--- src/rtl/cam_seq_pkg.sv ---
// Shared sequencer definitions: state encoding, default cycle budgets and
// the state-to-output decode used by the camera power sequencer.
package cam_seq_pkg;

  typedef enum logic [2:0] {
    ST_PWDN      = 3'd0,
    ST_RST       = 3'd1,
    ST_BOOT      = 3'd2,
    ST_INIT_REQ  = 3'd3,
    ST_INIT_WAIT = 3'd4,
    ST_RUN       = 3'd5,
    ST_FAIL      = 3'd6
  } seq_state_e;

  localparam int unsigned T_PWDN_DEF       = 500_000;
  localparam int unsigned T_RST_DEF        = 100_000;
  localparam int unsigned T_BOOT_DEF       = 1_000_000;
  localparam int unsigned INIT_TIMEOUT_DEF = 5_000_000;
  localparam int unsigned MAX_RETRY_DEF    = 3;

  typedef struct packed {
    logic cam_pwdn;
    logic cam_rst_n;
    logic init_req;
    logic pipe_rst_n;
    logic seq_done;
    logic seq_fail;
  } seq_out_t;

  function automatic int unsigned max2(input int unsigned a, input int unsigned b);
    return (a > b) ? a : b;
  endfunction

  // Output pattern for a state; registered from the next state by the FSM.
  function automatic seq_out_t decode_out(input seq_state_e s);
    seq_out_t o;
    o = '{cam_pwdn: 1'b1, cam_rst_n: 1'b0, init_req: 1'b0,
          pipe_rst_n: 1'b0, seq_done: 1'b0, seq_fail: 1'b0};
    case (s)
      ST_RST:       o.cam_pwdn = 1'b0;
      ST_BOOT,
      ST_INIT_WAIT: begin o.cam_pwdn = 1'b0; o.cam_rst_n = 1'b1; end
      ST_INIT_REQ:  begin o.cam_pwdn = 1'b0; o.cam_rst_n = 1'b1; o.init_req = 1'b1; end
      ST_RUN:       begin o.cam_pwdn = 1'b0; o.cam_rst_n = 1'b1;
                          o.pipe_rst_n = 1'b1; o.seq_done = 1'b1; end
      ST_FAIL:      o.seq_fail = 1'b1;
      default:      ;
    endcase
    return o;
  endfunction

endpackage

--- src/rtl/dly_timer.sv ---
// Clearable up-counter with a terminal-count compare against a per-state limit.
module dly_timer #(
  parameter int unsigned W = 4
) (
  input  logic         clk,
  input  logic         reset_n,
  input  logic         clr_i,
  input  logic [W-1:0] tc_val_i,
  output logic         tc_o
);

  logic [W-1:0] cnt_q;

  always_ff @(posedge clk) begin
    if (!reset_n || clr_i) cnt_q <= '0;
    else                   cnt_q <= cnt_q + 1'b1;
  end

  assign tc_o = (cnt_q == tc_val_i);

endmodule

--- src/rtl/cam_pwr_seq.sv ---
// Camera power-up sequencer: PWDN -> RST -> BOOT -> init request, then holds
// the pipeline in reset until init completes, power-cycling on init timeout.
module cam_pwr_seq
  import cam_seq_pkg::*;
#(
  parameter int unsigned T_PWDN       = T_PWDN_DEF,
  parameter int unsigned T_RST        = T_RST_DEF,
  parameter int unsigned T_BOOT       = T_BOOT_DEF,
  parameter int unsigned INIT_TIMEOUT = INIT_TIMEOUT_DEF,
  parameter int unsigned MAX_RETRY    = MAX_RETRY_DEF,
  localparam int unsigned RW = ($clog2(MAX_RETRY + 1) > 0) ? $clog2(MAX_RETRY + 1) : 1
) (
  input  logic          clk,
  input  logic          reset_n,
  // init_req is a one-cycle start pulse; init_done (level or pulse) is only
  // sampled in INIT_WAIT, so anything arriving earlier is dropped.
  input  logic          init_done,
  output logic          cam_pwdn,
  output logic          cam_rst_n,
  output logic          init_req,
  output logic          pipe_rst_n,
  output logic          seq_done,
  output logic          seq_fail,
  output logic [2:0]    dbg_state,
  output logic [RW-1:0] dbg_retry
);

  localparam int unsigned T_MAX = max2(max2(T_PWDN, T_RST), max2(T_BOOT, INIT_TIMEOUT));
  localparam int unsigned CW    = ($clog2(T_MAX) > 0) ? $clog2(T_MAX) : 1;

  seq_state_e    state_q, state_d;
  logic [RW-1:0] retry_q, retry_d;
  seq_out_t      out_q;
  logic [CW-1:0] tc_val;
  logic          tc, clr;

  always_comb begin
    tc_val = '0;
    case (state_q)
      ST_PWDN:      tc_val = CW'(T_PWDN - 1);
      ST_RST:       tc_val = CW'(T_RST - 1);
      ST_BOOT:      tc_val = CW'(T_BOOT - 1);
      ST_INIT_WAIT: tc_val = CW'(INIT_TIMEOUT - 1);
      default:      tc_val = '0;
    endcase
  end

  always_comb begin
    state_d = state_q;
    retry_d = retry_q;
    case (state_q)
      ST_PWDN:     if (tc) state_d = ST_RST;
      ST_RST:      if (tc) state_d = ST_BOOT;
      ST_BOOT:     if (tc) state_d = ST_INIT_REQ;
      ST_INIT_REQ: state_d = ST_INIT_WAIT;
      ST_INIT_WAIT: begin
        // done beats a timeout landing on the same edge
        if (init_done) begin
          state_d = ST_RUN;
        end else if (tc) begin
          if (retry_q < RW'(MAX_RETRY)) begin
            retry_d = retry_q + 1'b1;
            state_d = ST_PWDN;
          end else begin
            state_d = ST_FAIL;
          end
        end
      end
      default: state_d = state_q;
    endcase
  end

  assign clr = (state_d != state_q);

  dly_timer #(.W(CW)) u_dly_timer (
    .clk      (clk),
    .reset_n  (reset_n),
    .clr_i    (clr),
    .tc_val_i (tc_val),
    .tc_o     (tc)
  );

  always_ff @(posedge clk) begin
    if (!reset_n) begin
      state_q <= ST_PWDN;
      retry_q <= '0;
      out_q   <= decode_out(ST_PWDN);
    end else begin
      state_q <= state_d;
      retry_q <= retry_d;
      out_q   <= decode_out(state_d);
    end
  end

  assign cam_pwdn   = out_q.cam_pwdn;
  assign cam_rst_n  = out_q.cam_rst_n;
  assign init_req   = out_q.init_req;
  assign pipe_rst_n = out_q.pipe_rst_n;
  assign seq_done   = out_q.seq_done;
  assign seq_fail   = out_q.seq_fail;
  assign dbg_state  = state_q;
  assign dbg_retry  = retry_q;

endmodule
--- config.mk ---
export PLATFORM = sky130hd
export DESIGN_NAME = cam_pwr_seq
export DESIGN_NICKNAME = d
export VERILOG_FILES = /design/src/rtl/cam_seq_pkg.sv /design/src/rtl/dly_timer.sv /design/src/rtl/cam_pwr_seq.sv
export SDC_FILE = /design/constraint.sdc
export NUM_CORES = 1
export LEC_CHECK = 0
export ABC_AREA = 1
export CAP_MARGIN = 10
export CELL_PAD_IN_SITES_DETAIL_PLACEMENT = 1
export CELL_PAD_IN_SITES_GLOBAL_PLACEMENT = 1
export CORE_MARGIN = 2
export CORE_UTILIZATION = 39
export CTS_CLUSTER_DIAMETER = 100
export DETAILED_ROUTE_END_ITERATION = 12
export PLACE_DENSITY = 0.82
export SETUP_SLACK_MARGIN = 0.15
export SLEW_MARGIN = 30
export SYNTH_ARGS = -nofsm -noshare
export SYNTH_HDL_FRONTEND = slang
export SYNTH_SLANG_ARGS = --single-unit
--- constraint.sdc ---
create_clock -name clk -period 2 [get_ports clk]
set_clock_uncertainty 0.1 [all_clocks]
set_input_delay 0.2 -clock clk [delete_from_list [all_inputs] [get_ports clk]]
set_output_delay 0.2 -clock clk [all_outputs]
set_load 0.1 [all_outputs]
==> summary.txt, run 1 <==
Worst setup path
  – Critical path class: reg -> reg
  – Critical Path AT: around 2.6 ns
  – Worst r2r dst: u_dly_timer.cnt_q[8]
  – CP Launch Type: flip-flop
  – Worst setup EP type: flip-flop
  – CP max-delay cell: dfxtp_4
  – WP depth: 15
  – R2r worst-path depth: 15
  – R2r setup slk: -0.47 ns
  – CP cell instances: nor2_4 -> nand3_2 -> nand2_1 -> nand2_1 -> inv_1 -> nand3_2 -> nor2_4 -> nand2_4 -> nand2_2 -> nand3_2 -> nand2_2 -> nand3_2 -> nand3_4 -> clkbuf_16 -> nor2_2
  – CP dominant cell by count: nand3_2
  – Worst setup path endpoint: u_dly_timer.cnt_q[8]
  – Worst Path Buf+Inv: 2
  – Critical path origin: dbg_state[1]
  – Crit-path max FO: 8
  – CP peak stage delay: 0.43 ns
  – Crit Reg-Reg Startpoint: dbg_state[1]
  – CP Data Required Time: 2.08 ns
  – Top delay family on crit path: simple AND/OR/NAND/NOR gates

Global route
  – Largest net degree at the start of global routing: 12
  – First-pass GRT wire length: 11800 um
  – Vias in the first global route: 2322
  – GR Util All Layers: 25.6%
  – Remaining Overflow, GRT: 0
  – Initial antenna violation count: 0

Placed design
  – Count of input and output buffers: 13
  – Worst slack, placed: -0.312 ns
  – Gpl congestion: 0.867
  – Post-DP HPWL: 5280 um

Clocking
  – Sink Count: 33
  – Max clock buf depth: 2
  – Skew-Pair Late Insertion Delay: 0.30 ns
  – Clock Root Buffer: clkbuf_8
  – Clock-pin slew on the worst setup and hold paths: around 0.10 ns
  – TritonCTS clock tree: done
  – H-tree Lvls: 2
  – Post-CTS Hold Buffers: 0
  – CTS Buf Count: 5

Synth
  – Synthesized instance count: 290
  – Top-count cell post-synth: nand2_1
  – Top-area cell type share of the netlist area: about a third
  – Post-synth top area cell: dfxtp_1
  – Synth warn: 0
  – Distinct cells, synth: 32
  – Largest cells by area after synthesis: dfxtp_1 (32%), nand2_1 (12%), xor2_1 (8.0%)
  – Synthesized cell area: about 2100 um2
  – Ys async rst share: 0%
  – Syn nets: 295
  – Most frequent cells after synthesis: nand2_1 (64), inv_1 (41), dfxtp_1 (33)
  – Sequential-to-total area share from yosys stat: 31.7%
  – Post-synth top flop: dfxtp_1
  – EDFF count, synth: 0
  – Post-synthesis area per instance: 7.19 um2
  – Yosys reg bits: 33

Floorplanning
  – Area of the die: between 5000 and 6000 um2
  – Die Ht: 77.1 um
  – Initial Util: 40.6%
  – Chip width: 77.1 um
  – Rows: 26
  – Core box area: about 5000 um2
  – IO Count: 14

Final layout
  – Fin nets: around 370
  – Share of cells above drive strength 1: 45.5%
  – N_diodes: 0
  – Layout area overhead: 44.8%
  – FF+latch area: 674 um2
  – Fillers: between 600 and 700
  – Area of the multi-input gates: 1370 um2
  – Util after Layout: 58.8%

STA
  – Fin crit share: 124%
  – Post-route worst setup slack: -0.471 ns
  – Max-slew violations: 0
  – Final min period: ~2.5 ns
  – Maximum clock rate: 0.405 GHz
  – Slew HR: roughly three quarters
  – RSZ-0062 raised after global routing: yes
  – Final hold violations: 0
  – Worst slew pin tran: 0.363 ns
  – Final setup vio count: 33

Drt
  – Starting DRC count in detailed routing: 88
  – DRT Pass-1 Iters: 4
  – DRC viols: 0
  – Wire per inst: 19.0 um
  – Via density: between 5 and 6
  – Routed via count: 2231
  – Post-route ant nets: 0
  – Drt total wl: about 8200 um

Pwr
  – Static leakage: ~0.0013 uW
  – Power Dens Cells: 458 nW/um2
  – VDD IR-drop max: 0.348 mV
  – Tot Pwr: 1380 uW

Worst hold path
  – Hold Startpoint: dbg_retry[1]
  – Hold Crit Class: reg -> reg

Run
  – Max_cap viols: 0

Status
  – Violated checks: setup timing
  – Status: finished, violations left
-- how the worst min path moves through the flow --
stage / end / cells after the start
6_report: dbg_retry[1] / 2
5_1_grt: dbg_retry[1] / 2
4_1_cts: dbg_retry[1] / 2
3_5_place_dp: dbg_retry[1] / 2
3_3_place_gp: dbg_retry[1] / 2
2_1_floorplan: cam_pwdn / 1
-- placed cells by master, fill, tap and decap left out, types with 4 or more instances in the layout --
master	n
nand3_1	12
xor2_1	18
nand4_1	5
nand3b_1	5
nor2_2	24
dfxtp_1	28
nand2_2	12
nand2_4	6
inv_1	38
buf_4	63
nor2_4	8
nand2_1	53
inv_2	4
clkbuf_8	6
nor2_1	23
nand3_2	11
-- cells by family (layout without fill, tap and decap cells) --
kind of cell             after synthesis  after routing  synth area share [%]
flip-flops                            33             33                  31.7
AO/OA/AOI/OAI                          9              9                  2.22
buffers and inverters                 51            124                  11.6
XOR/XNOR                              21             21                  8.82
AND/OR/NAND/NOR                      174            174                  44.5
adder cells (fa/ha/maj)                2              2                  1.20
-- per-layer routing --
metal	vias to the layer above	share of wire [%]	wire length (um)	GRT usage, %
met3	30	3.3	274	4.35
met5	-	0	0	0
li1	1039	-	-	-
met2	63	52	4300	43.9
met4	0	4.7	388	14.1
met1	1099	40	3280	30.0
-- through the flow --
step | hold WS [ns] | TNS, ns | area (um2) | instances
CTS | 0.391 | -7.67 | 2810 | 425
global placement | 0.353 | -4.13 | 2640 | 415
detailed placement | 0.378 | -7.97 | 2640 | 415
finish | 0.377 | -13.03 | 3020 | 433
floorplan | 0.169 | -3.80 | 2160 | 290
global route | 0.403 | -16.34 | 3020 | 433
-- timing repair --
| item | 4_1_cts | 5_1_grt |
|---|---|---|
| gates resized for setup | 11 | 35 |
| cloned | 0 | 1 |
| setup buffers | 2 | 7 |
| pin swaps | 4 | 9 |
| endpoints found under the setup margin | 33 | 33 |
-- state kept, by name, summed over array words and instances, names as in the netlist --
signal / cells
cam_pwdn: 1
cam_rst_n: 1
dbg_retry: 2
dbg_state: 3
init_req: 1
pipe_rst_n: 1
seq_fail: 1
u_dly_timer.cnt_q: 23
-- area by class of cell --
| class | instances | share of cell area, % |
|---|---|---|
| Tap cell | 70 | 2.90 |
| Clock buffer | 7 | 3.56 |
| Sequential cell | 33 | 22.3 |
| Timing Repair Buffer | 71 | 19.6 |
| Inverter | 45 | 6.01 |
| Clock inverter | 1 | 0.207 |
| Multi-Input combinational cell | 206 | 45.4 |
-- power by group --
part,total (uW),internal (uW),leakage [uW],switching [uW]
Sequential,666,659,0.000269,6.94
Clock,635,356,0.0000599,279
Combinational,81.0,38.0,0.00101,43.0
Total,1380,1050,0.00134,329
-- worst register-to-register path, stage by stage, from the launching register on --
cell,delay (ns)
dfxtp_4,0.43
nor2_4,0.22
nand3_2,0.10
nand2_1,0.12
nand2_1,0.08
inv_1,0.11
nand3_2,0.11
nor2_4,0.21
nand2_4,0.11
nand2_2,0.08
nand3_2,0.09
nand2_2,0.11
nand3_2,0.09
nand3_4,0.15
clkbuf_16,0.19
nor2_2,0.03
(Power assumes the default switching activity.)
==> inputs of run 2 (changes only) <==
--- a/config.mk
+++ b/config.mk
@@ -9,7 +9,7 @@
 export CAP_MARGIN = 10
 export CELL_PAD_IN_SITES_DETAIL_PLACEMENT = 1
 export CELL_PAD_IN_SITES_GLOBAL_PLACEMENT = 1
-export CORE_MARGIN = 2
+export CORE_MARGIN = 5
 export CORE_UTILIZATION = 39
 export CTS_CLUSTER_DIAMETER = 100
 export DETAILED_ROUTE_END_ITERATION = 12
==> summary.txt, run 2 (synthesis results as in run 1) <==
Status
  – Status: finished, violations left
  – Violated checks: setup timing

Clocking
  – Clock Root Buffer: clkbuf_8
  – CTS Buf Count: 5 (unchanged)
  – Sink Count: 33 (unchanged)
  – TritonCTS clock tree: done
  – Clock-pin slew on the worst setup and hold paths: 0.07 ns (-0.03 ns)
  – H-tree Lvls: 2 (unchanged)
  – Max clock buf depth: 2 (unchanged)
  – Skew-Pair Late Insertion Delay: 0.29 ns (about the same)

Floorplanning
  – Chip width: 83.1 um (+7.8%)
  – IO Count: 14 (unchanged)
  – Rows: 26 (unchanged)
  – Die Ht: 83.1 um (+7.8%)
  – Core box area: 5140 um2 (unchanged)
  – Initial Util: 40.6% (unchanged)
  – Area of the die: 6910 um2 (+16%)

STA
  – Max-slew violations: 0 (unchanged)
  – RSZ-0062 raised after global routing: yes
  – Final setup vio count: 33 (unchanged)
  – Final hold violations: 0 (unchanged)
  – Fin crit share: 125% (+1.3 points)
  – Maximum clock rate: 0.401 GHz (-1.0%)
  – Post-route worst setup slack: -0.496 ns (-0.0251 ns)
  – Slew HR: 74.1% (-1.6 points)
  – Worst slew pin tran: 0.385 ns (+0.0225 ns)
  – WHS: 0.373 ns (-0.00407 ns)
  – Final min period: 2.50 ns (+0.0251 ns)

Run
  – Max_cap viols: 0 (unchanged)

Worst setup path
  – Crit-path max FO: 7 (-1)
  – Worst setup EP type: flip-flop
  – Critical path origin: dbg_state[1]
  – Critical path class: reg -> reg
  – Crit Reg-Reg Startpoint: dbg_state[1]
  – Critical Path AT: 2.62 ns (+0.07 ns)
  – CP Launch Type: flip-flop
  – CP Data Required Time: 2.13 ns (+0.05 ns)

Drt
  – Post-route ant nets: 0 (unchanged)
  – Routed via count: 2258 (+1.2%)
  – Starting DRC count in detailed routing: 168 (+91%)
  – Wire per inst: 19.7 um (+3.5%)
  – Drt total wl: 8640 um (+4.7%)
  – Via density: 5.16 (about the same)
  – DRT Pass-1 Iters: 4 (unchanged)
  – DRC viols: 0 (unchanged)

Final layout
  – Final instance area: 3010 um2 (-0.37%)
  – Layout area overhead: 44.3%
  – N_diodes: 0 (unchanged)
  – Most common cell after layout, fill and taps aside: buf_4
  – Biggest register: u_dly_timer.cnt_q
  – Fin nets: 372 (+1.4%)
  – Fillers: 653 (-0.91%)
  – Count of non-filler cells in the finished layout: 438 (+1.2%)
  – Number of flip-flops under the largest register name: 23 (unchanged)
  – Most frequent cells in the layout: buf_4 (67), nand2_1 (49), inv_1 (38)
  – Share of cells above drive strength 1: 43.2% (-2.2 points)

Placed design
  – Post-DP HPWL: 5010 um (-5.0%)
  – Gpl congestion: 0.869 (+0.21%)
  – Post-Place Cell Area: 2660 um2 (+0.57%)
  – Count of input and output buffers: 13 (unchanged)
  – DP Cell Count: 417 (+0.48%)

Global route
  – GR Util All Layers: 21.0% (-4.5 points)
  – Largest net degree at the start of global routing: 13 (+1)
  – First-pass GRT wire length: 11600 um (-2.3%)
  – Initial antenna violation count: 0 (unchanged)
  – Vias in the first global route: 2293 (-1.2%)
  – Remaining Overflow, GRT: 0 (unchanged)

Pwr
  – Power Dens Cells: 421 nW/um2 (-8.1%)
  – Tot Pwr: 1270 uW (-8.4%)
  – VDD IR-drop max: 0.481 mV (+38%)
  – Static leakage: 0.00136 uW (+2.0%)

Worst hold path
  – Hold Startpoint: dbg_retry[1]
  – Hold Crit Class: reg -> reg
## run 2: changes by cell type in the layout (fill, tap and decap cells not counted), sizes merged
cell and change:
buf +4, clkinv +2, inv -1
## run 2: metrics by stage
stage	utilization [%]	setup TNS, ns	worst slack, ns
3_5_place_dp	51.7	-5.05	-0.213
2_1_floorplan	-	-3.80	-0.186
6_report	58.5	-13.21	-0.496
5_1_grt	58.5	-17.23	-0.616
3_3_place_gp	51.7	-2.94	-0.136
4_1_cts	54.7	-4.59	-0.203
## run 2: per-layer routing
metal	part of all wire, %	track usage (%)
met5	0	0
met4	6.3	9.96
met3	4.4	3.56
met2	50	38.3
met1	39	23.5
## run 2: repair_timing
| action | CTS | global route |
|---|---|---|
| pin swaps | 3 | 11 |
| endpoints found under the setup margin | 33 | 33 |
| gates cloned | 0 | 2 |
| buffers inserted | 5 | 6 |
| gates resized for setup | 12 | 23 |
| hold buffers | 0 | 0 |
## run 2: power breakdown
group	switching [uW]	internal, uW
combinational	47.0	43.6
sequential	6.09	658
clock	270	242
total	323	943
## run 2: critical path: stages, from the launching register on
cell	delay [ns]
dfxtp_4	0.45
buf_12	0.13
nor2_8	0.04
buf_6	0.12
nand3_1	0.13
nand2_2	0.09
nor2_4	0.13
nand3_4	0.09
nor2_4	0.20
nand2_4	0.10
nand3_4	0.09
nand4_4	0.12
nand2_2	0.11
nand3_4	0.16
clkbuf_16	0.22
nor2_2	0.10
## run 2: path summary, 6_finish.rpt
path                           end  slack, ns  depth (start not counted)
min                   dbg_retry[1]       0.37                          2
max          u_dly_timer.cnt_q[13]      -0.50                         15
min reg2reg           dbg_retry[1]       0.37                          2
max reg2reg  u_dly_timer.cnt_q[13]      -0.50                         15
## run 2: layout make-up
type | count | area [um2] | share of cell area [%]
multi-input combinational | 206 | 1330 | 44.3
clock inverter | 2 | 10.0 | 0.333
clock buffer | 6 | 72.6 | 2.41
sequential | 33 | 672 | 22.3
timing repair buffer | 76 | 656 | 21.8
inverter | 45 | 179 | 5.95
tap | 70 | 87.6 | 2.91
==> inputs of run 3 (changes only) <==
--- a/config.mk
+++ b/config.mk
@@ -12,6 +12,7 @@
 export CORE_MARGIN = 5
 export CORE_UTILIZATION = 39
 export CTS_CLUSTER_DIAMETER = 100
+export CTS_CLUSTER_SIZE = 30
 export DETAILED_ROUTE_END_ITERATION = 12
 export PLACE_DENSITY = 0.82
 export SETUP_SLACK_MARGIN = 0.15
==> results of run 3 <==
Same layout as run 2: the final DEF is identical, and so are final timing and power.
